==> config.mk <==
export PLATFORM = sky130hd
export DESIGN_NAME = id_ex_stage
export DESIGN_NICKNAME = d
export VERILOG_FILES = /design/src/rtl/rv32_pkg.sv /design/src/rtl/rv32_decoder.sv /design/src/rtl/id_ex_stage.sv
export SDC_FILE = /design/constraint.sdc
export NUM_CORES = 1
export LEC_CHECK = 0
export BUFFER_PORTS_ARGS = -buffer_cell sky130_fd_sc_hd__buf_2
export CAP_MARGIN = 15
export CORE_MARGIN = 2
export CORE_UTILIZATION = 40
export DETAILED_ROUTE_END_ITERATION = 7
export PLACE_DENSITY = 0.68
export SYNTH_ARGS = -nofsm -noshare
export SYNTH_HDL_FRONTEND = slang
export SYNTH_SLANG_ARGS = --single-unit
==> constraint.sdc <==
create_clock -name clk_w_i -period 6.2 [get_ports clk_w_i]
set_input_delay 1.55 -clock clk_w_i [delete_from_list [all_inputs] [get_ports clk_w_i]]
set_output_delay 1.55 -clock clk_w_i [all_outputs]
set_load 0.01 [all_outputs]
==> src/rtl/rv32_pkg.sv <==
// Shared RV32I decode definitions: opcodes, ALU codes, operand selects and the
// decoded-instruction record passed from the decoder to the ID/EX stage.
package rv32_pkg;

  localparam logic [6:0] OPC_OP     = 7'b0110011;
  localparam logic [6:0] OPC_OP_IMM = 7'b0010011;
  localparam logic [6:0] OPC_LUI    = 7'b0110111;
  localparam logic [6:0] OPC_AUIPC  = 7'b0010111;
  localparam logic [6:0] OPC_JAL    = 7'b1101111;
  localparam logic [6:0] OPC_JALR   = 7'b1100111;
  localparam logic [6:0] OPC_LOAD   = 7'b0000011;
  localparam logic [6:0] OPC_STORE  = 7'b0100011;
  localparam logic [6:0] OPC_BRANCH = 7'b1100011;

  localparam logic [3:0] ALU_ADD  = 4'b0000;
  localparam logic [3:0] ALU_SLL  = 4'b0001;
  localparam logic [3:0] ALU_SLT  = 4'b0010;
  localparam logic [3:0] ALU_SLTU = 4'b0011;
  localparam logic [3:0] ALU_XOR  = 4'b0100;
  localparam logic [3:0] ALU_SRL  = 4'b0101;
  localparam logic [3:0] ALU_OR   = 4'b0110;
  localparam logic [3:0] ALU_AND  = 4'b0111;
  localparam logic [3:0] ALU_SUB  = 4'b1000;
  localparam logic [3:0] ALU_SRA  = 4'b1101;

  typedef enum logic [2:0] {IMM_NONE, IMM_I, IMM_S, IMM_B, IMM_U, IMM_J} imm_fmt_e;
  typedef enum logic [1:0] {A_RS1, A_PC, A_ZERO} a_sel_e;
  typedef enum logic [1:0] {B_RS2, B_IMM, B_SHAMT, B_FOUR} b_sel_e;

  typedef struct packed {
    logic [3:0]  alu_ctrl;
    logic [31:0] imm;
    a_sel_e      a_sel;
    b_sel_e      b_sel;
    logic        rd_wen;
    logic        is_load;
    logic        is_store;
    logic        is_branch;
    logic        is_jump;
    logic        illegal;
    logic        rs1_used;
    logic        rs2_used;
  } decode_t;

  // Sign-extended immediate for the given instruction format.
  function automatic logic [31:0] imm_gen(input logic [31:0] instr, input imm_fmt_e fmt);
    logic [31:0] imm;
    imm = '0;
    case (fmt)
      IMM_I: imm = {{20{instr[31]}}, instr[31:20]};
      IMM_S: imm = {{20{instr[31]}}, instr[31:25], instr[11:7]};
      IMM_B: imm = {{19{instr[31]}}, instr[31], instr[7], instr[30:25], instr[11:8], 1'b0};
      IMM_U: imm = {instr[31:12], 12'h000};
      IMM_J: imm = {{11{instr[31]}}, instr[31], instr[19:12], instr[20], instr[30:21], 1'b0};
      default: imm = '0;
    endcase
    return imm;
  endfunction

endpackage

==> src/rtl/rv32_decoder.sv <==
// Purely combinational RV32I decoder: ALU code, immediate, operand selects,
// class flags and register-usage hints for the load-use detector.
module rv32_decoder
  import rv32_pkg::*;
(
  input  logic [31:0] instr,
  output decode_t     dec
);

  logic [6:0] opcode;
  logic [2:0] funct3;
  logic       writes_rd;
  imm_fmt_e   fmt;

  assign opcode = instr[6:0];
  assign funct3 = instr[14:12];

  // Opcode decode; unknown opcodes fall through as illegal with everything else quiet.
  always_comb begin
    dec           = '0;
    dec.a_sel     = A_ZERO;
    dec.b_sel     = B_IMM;
    dec.alu_ctrl  = ALU_ADD;
    dec.rs1_used  = 1'b1;
    writes_rd     = 1'b0;
    fmt           = IMM_NONE;
    case (opcode)
      OPC_OP: begin
        dec.a_sel    = A_RS1;
        dec.b_sel    = B_RS2;
        dec.alu_ctrl = {instr[30] & ((funct3 == 3'b000) | (funct3 == 3'b101)), funct3};
        dec.rs2_used = 1'b1;
        writes_rd    = 1'b1;
      end
      OPC_OP_IMM: begin
        fmt          = IMM_I;
        dec.a_sel    = A_RS1;
        // Shifts only take the low five immediate bits as the shift amount.
        dec.b_sel    = ((funct3 == 3'b001) | (funct3 == 3'b101)) ? B_SHAMT : B_IMM;
        dec.alu_ctrl = {instr[30] & (funct3 == 3'b101), funct3};
        writes_rd    = 1'b1;
      end
      OPC_LUI: begin
        fmt          = IMM_U;
        dec.rs1_used = 1'b0;
        writes_rd    = 1'b1;
      end
      OPC_AUIPC: begin
        fmt          = IMM_U;
        dec.a_sel    = A_PC;
        dec.rs1_used = 1'b0;
        writes_rd    = 1'b1;
      end
      OPC_JAL: begin
        fmt          = IMM_J;
        dec.a_sel    = A_PC;
        dec.b_sel    = B_FOUR;
        dec.is_jump  = 1'b1;
        dec.rs1_used = 1'b0;
        writes_rd    = 1'b1;
      end
      OPC_JALR: begin
        fmt          = IMM_I;
        dec.a_sel    = A_PC;
        dec.b_sel    = B_FOUR;
        dec.is_jump  = 1'b1;
        writes_rd    = 1'b1;
      end
      OPC_LOAD: begin
        fmt          = IMM_I;
        dec.a_sel    = A_RS1;
        dec.is_load  = 1'b1;
        writes_rd    = 1'b1;
      end
      OPC_STORE: begin
        fmt          = IMM_S;
        dec.a_sel    = A_RS1;
        dec.is_store = 1'b1;
        dec.rs2_used = 1'b1;
      end
      OPC_BRANCH: begin
        fmt           = IMM_B;
        dec.a_sel     = A_RS1;
        dec.b_sel     = B_RS2;
        dec.alu_ctrl  = ALU_SUB;
        dec.is_branch = 1'b1;
        dec.rs2_used  = 1'b1;
      end
      default: begin
        dec.illegal = 1'b1;
      end
    endcase
    dec.imm    = imm_gen(instr, fmt);
    dec.rd_wen = writes_rd & (instr[11:7] != 5'd0);
  end

endmodule

==> src/rtl/id_ex_stage.sv <==
// ID/EX pipeline stage: decodes, forwards operands, detects load-use hazards
// and registers everything the ALU and later stages need.
// Handshake: the decode slot is consumed on a rising edge when valid_w_i_h=1,
// stall_w_i_h=0, flush_w_i_h=0 and hazard_stall_w_o_h=0; while
// hazard_stall_w_o_h or stall_w_i_h is high, upstream must hold its slot.
module id_ex_stage
  import rv32_pkg::*;
#(
  parameter int          XLEN     = 32,
  parameter logic [31:0] RESET_PC = 32'h0000_0000
) (
  input  logic            clk_w_i,
  input  logic            rst_w_i_h,
  input  logic            valid_w_i_h,
  input  logic [31:0]     instr_w_i,
  input  logic [XLEN-1:0] pc_w_i,
  input  logic [XLEN-1:0] rs1_data_w_i,
  input  logic [XLEN-1:0] rs2_data_w_i,
  input  logic [4:0]      exmem_rd_w_i,
  input  logic            exmem_wen_w_i_h,
  input  logic [XLEN-1:0] exmem_data_w_i,
  input  logic [4:0]      memwb_rd_w_i,
  input  logic            memwb_wen_w_i_h,
  input  logic [XLEN-1:0] memwb_data_w_i,
  input  logic            stall_w_i_h,
  input  logic            flush_w_i_h,
  output logic            hazard_stall_w_o_h,
  output logic            ex_valid_w_o_h,
  output logic [XLEN-1:0] a_data_w_o,
  output logic [XLEN-1:0] b_data_w_o,
  output logic [3:0]      alu_control_w_o,
  output logic [XLEN-1:0] store_data_w_o,
  output logic [XLEN-1:0] imm_w_o,
  output logic [XLEN-1:0] pc_w_o,
  output logic [4:0]      rd_w_o,
  output logic            rd_wen_w_o_h,
  output logic            is_load_w_o_h,
  output logic            is_store_w_o_h,
  output logic            is_branch_w_o_h,
  output logic            is_jump_w_o_h,
  output logic [2:0]      funct3_w_o,
  output logic            illegal_w_o_h
);

  decode_t         dec;
  logic [4:0]      rs1;
  logic [4:0]      rs2;
  logic [XLEN-1:0] rs1_fwd;
  logic [XLEN-1:0] rs2_fwd;
  logic [XLEN-1:0] a_next;
  logic [XLEN-1:0] b_next;

  assign rs1 = instr_w_i[19:15];
  assign rs2 = instr_w_i[24:20];

  rv32_decoder u_decoder (
    .instr (instr_w_i),
    .dec   (dec)
  );

  // Operand forwarding: youngest producer (EX/MEM) wins; x0 is never forwarded.
  always_comb begin
    rs1_fwd = rs1_data_w_i;
    rs2_fwd = rs2_data_w_i;
    if (rs1 != 5'd0) begin
      if (exmem_wen_w_i_h && exmem_rd_w_i == rs1)      rs1_fwd = exmem_data_w_i;
      else if (memwb_wen_w_i_h && memwb_rd_w_i == rs1) rs1_fwd = memwb_data_w_i;
    end
    if (rs2 != 5'd0) begin
      if (exmem_wen_w_i_h && exmem_rd_w_i == rs2)      rs2_fwd = exmem_data_w_i;
      else if (memwb_wen_w_i_h && memwb_rd_w_i == rs2) rs2_fwd = memwb_data_w_i;
    end
  end

  // ALU operand selection from the decoder's A/B selects.
  always_comb begin
    a_next = '0;
    b_next = '0;
    case (dec.a_sel)
      A_RS1:   a_next = rs1_fwd;
      A_PC:    a_next = pc_w_i;
      default: a_next = '0;
    endcase
    case (dec.b_sel)
      B_RS2:   b_next = rs2_fwd;
      B_IMM:   b_next = dec.imm;
      B_SHAMT: b_next = {27'd0, dec.imm[4:0]};
      B_FOUR:  b_next = 32'd4;
      default: b_next = '0;
    endcase
  end

  // A load in EX cannot forward its data yet; stall a consumer sitting in decode.
  assign hazard_stall_w_o_h = valid_w_i_h & ex_valid_w_o_h & is_load_w_o_h & (rd_w_o != 5'd0) &
                              ((dec.rs1_used & (rd_w_o == rs1)) | (dec.rs2_used & (rd_w_o == rs2)));

  // Stage register: reset > flush > stall (hold) > hazard bubble > load.
  always_ff @(posedge clk_w_i) begin
    if (rst_w_i_h) begin
      ex_valid_w_o_h  <= 1'b0;
      a_data_w_o      <= '0;
      b_data_w_o      <= '0;
      alu_control_w_o <= ALU_ADD;
      store_data_w_o  <= '0;
      imm_w_o         <= '0;
      pc_w_o          <= RESET_PC;
      rd_w_o          <= '0;
      rd_wen_w_o_h    <= 1'b0;
      is_load_w_o_h   <= 1'b0;
      is_store_w_o_h  <= 1'b0;
      is_branch_w_o_h <= 1'b0;
      is_jump_w_o_h   <= 1'b0;
      funct3_w_o      <= '0;
      illegal_w_o_h   <= 1'b0;
    end else if (flush_w_i_h || (!stall_w_i_h && hazard_stall_w_o_h)) begin
      ex_valid_w_o_h  <= 1'b0;
      rd_wen_w_o_h    <= 1'b0;
      is_load_w_o_h   <= 1'b0;
      is_store_w_o_h  <= 1'b0;
      is_branch_w_o_h <= 1'b0;
      is_jump_w_o_h   <= 1'b0;
      illegal_w_o_h   <= 1'b0;
    end else if (!stall_w_i_h) begin
      ex_valid_w_o_h  <= valid_w_i_h;
      a_data_w_o      <= a_next;
      b_data_w_o      <= b_next;
      alu_control_w_o <= dec.alu_ctrl;
      store_data_w_o  <= rs2_fwd;
      imm_w_o         <= dec.imm;
      pc_w_o          <= pc_w_i;
      rd_w_o          <= instr_w_i[11:7];
      rd_wen_w_o_h    <= valid_w_i_h & dec.rd_wen;
      is_load_w_o_h   <= valid_w_i_h & dec.is_load;
      is_store_w_o_h  <= valid_w_i_h & dec.is_store;
      is_branch_w_o_h <= valid_w_i_h & dec.is_branch;
      is_jump_w_o_h   <= valid_w_i_h & dec.is_jump;
      funct3_w_o      <= instr_w_i[14:12];
      illegal_w_o_h   <= valid_w_i_h & dec.illegal;
    end
  end

endmodule

==> impl_metrics.toml <==
[synthesis]
ys.flop_type = "dfxtp_1"
synthTopCellsByCount = "dfxtp_1, nand2_1, a21oi_1"
synth_edf_count = 0
ys_warn_count = 0
netlist.area_leader.share_pct = 37.6
synth_area_um2 = 9530
ys_ff_latch = 179
syn_area_per_cell_um2 = 8.48
syn-num-nets = 1333
synthDistinctLibCells = 67
async_reset_ff_share_pct = 0
synth_most_common_cell = "dfxtp_1"
synth.largest_area_cell = "dfxtp_1"
synth-seq-area-share_pct = 37.6
synthCells = 1124
synthTopCellsByArea = "dfxtp_1, nand2_1, a21oi_1"

[clock_tree]
post_cts.repair.setup_buffers = 0
path_clk_slew_ps = 70
htreeDepth = 4
root_buffer = "clkbuf_16"
cts_resized = 0
cts_tree = "done"
clk_latency_ps = 440
cts_hold_buf = 0
cts-buffers-inserted = 17
cts_sinks = 179
clk_path_buf_depth = 2

[setup_path]
start_kind = "primary input"
r2r_slack_ps = 3380
critPathMaxFanout = 10
required_ps = 4650
r2r-end = "store_data_w_o[22]"
arrival_ps = 3460
criticalPathCategory = "in -> out"
rr_startpoint = "rd_w_o[2]"
worstSetupStartpoint = "instr_w_i[2]"
cp-end-kind = "output pin"
reg2reg_depth = 7

[die]
rows = 56
die_area_um2 = 25100
ios = 389
coreArea_um2 = 23400
die_w_um = 158
die_y_um = 158
start_util_pct = 40.7

[drt]
drc = 0
wl_um = 40200
vias_per_cell = 5.85
drtAntennaViolNets = 0
wire_per_inst_um = 22.5
drtPass1Iterations = 5
first_iter_violations = 1161
vias = 10400

[cells_and_area]
syn_to_final_growth_pct = 27.5
final_cells = 1785
final_core_util_pct = 51.9
fin_nets = 1653
drive_gt1_share_pct = 35.6

[power]
p_leak_uw = 0.00526
p_int_uw = 1910
seq_power_share_pct = 43.9
switchingPower_uw = 870
ir_worst_vdd_mv = 0.185
netSwitchingFraction_pct = 31.3
power_uw = 2780
clockPowerShare_pct = 40.1
powerDensity_nw_per_um2 = 229
combPwrFrac_pct = 16.0

[min_path]
hold_path.class = "reg -> reg"
holdPathStages = 2
holdPathEnd = "pc_w_o[30]"
holdCritStartpoint = "pc_w_o[30]"

[global_routing]
antenna_found_initial = 11
grt-ovfl-total = 0
grt_pass1_vias = 9535
grt_use_total_pct = 30.6
grt_max_degree = 66
grt_pass1_wl_um = 57700

[placement]
gp_congestion = 0.952
io_buffers = 388
dp_cells = 1743
hpwl_um = 30100

[sta]
period_minus_slack_ps = 5010
final-setup-viol-count = 0
worst_slew_pin_slew_ps = 1170
finClkSkew_ps = 10.8
post-route-period-util_pct = 80.8
grt_setup_unrepaired = "no"
fmax_mhz = 200
hold_viol = 0
slew_viol_final = 0
holdWs_ps = 453
slew-limit-headroom_pct = 21.8
finalSetupTns_ps = 0

[job]
maxCapViolations = 0

[run_status]
status = "finished clean"
stage by stage:
| stage | setup slack [ps] | instance area (um2) |
|---|---|---|
| after detailed placement | 1260 | 11500 |
| after global placement | 1370 | 11500 |
| final | 1190 | 12200 |
| after global routing | 1140 | 12200 |
| after floorplan | 1970 | 9530 |
| after CTS | 1270 | 12100 |
sequential cells by signal, summed over array words and instances, names as in the netlist, 3 cells and up:
signal / cells
a_data_w_o: 32
b_data_w_o: 32
imm_w_o: 32
pc_w_o: 32
store_data_w_o: 32
rd_w_o: 5
alu_control_w_o: 4
funct3_w_o: 3
cell usage in the layout (no fill, tap or decap), types with 5 or more instances in the layout:
master,n
buf_2,388
dfxtp_1,179
nand2_1,144
a21oi_1,105
nor2_1,77
or3_1,40
nand3_1,38
mux2_2,32
nor3_1,24
a211oi_1,24
a211oi_2,23
mux2i_1,22
nand2b_1,20
xnor2_1,18
nand3b_1,17
o2111ai_1,17
o21ai_0,17
clkbuf_16,17
a32o_1,16
o31ai_1,16
o211ai_1,15
a21o_1,15
buf_4,14
xor2_1,13
a221o_1,13
nor3b_1,13
a22oi_1,11
inv_1,10
and3_1,10
diode_2,9
a31oi_1,7
nand4_1,7
a311oi_2,7
a221oi_1,6
a32oi_1,6
and2_1,5
nor4_1,5
routing by layer:
metal	GRT usage, %	up-vias	wire length, um	share of wire, %
met4	11.9	4	1010	2.5
met5	0	-	30	0.075
li1	-	4774	-	-
met2	48.1	593	18700	47
met3	6.91	84	3880	9.7
met1	40.8	4982	16600	41
cell families (layout without fill, tap and decap cells):
logic type | count (synthesis) | after routing | synth area share [%]
compound gates | 320 | 320 | 25.1
xor+xnor | 31 | 31 | 2.85
buf+inv | 112 | 445 | 5.72
flops | 179 | 179 | 37.6
mux | 57 | 57 | 6.45
other cells | 0 | 9 | 0
simple gates | 425 | 425 | 22.3
final cells by class:
class                      count  area (um2)
antenna                        9        22.5
multi-input combinational    833        5460
sequential                   179        3580
fill                        2320       11200
inverter                      10        37.5
clock inverter                15         168
clock buffer                  17         425
tap                          319         399
timing repair buffer         403        2060
worst max-delay path by stage:
stage | to | slack (ps)
after CTS | hazard_stall_w_o_h | 1270
after detailed placement | hazard_stall_w_o_h | 1260
after global routing | hazard_stall_w_o_h | 1140
after floorplan | hazard_stall_w_o_h | 1970
after global placement | hazard_stall_w_o_h | 1370
final | hazard_stall_w_o_h | 1190
worst max-delay path, stage by stage:
cell,delay (ps)
buf_2,140
nand4bb_1,550
a2111oi_2,540
nand3_1,290
o21ai_2,190
buf_2,180
power by group through the flow:
stage / clock (uW) / combinational, uW / sequential (uW)
6_report: 1120 / 444 / 1220
5_1_grt: 1170 / 477 / 1230
4_1_cts: 1130 / 438 / 1220
3_5_place_dp: 0 / 437 / 1250
3_3_place_gp: 0 / 433 / 1250
2_1_floorplan: 0 / 218 / 1270
Note: power is estimated with default switching activity, not from simulation.
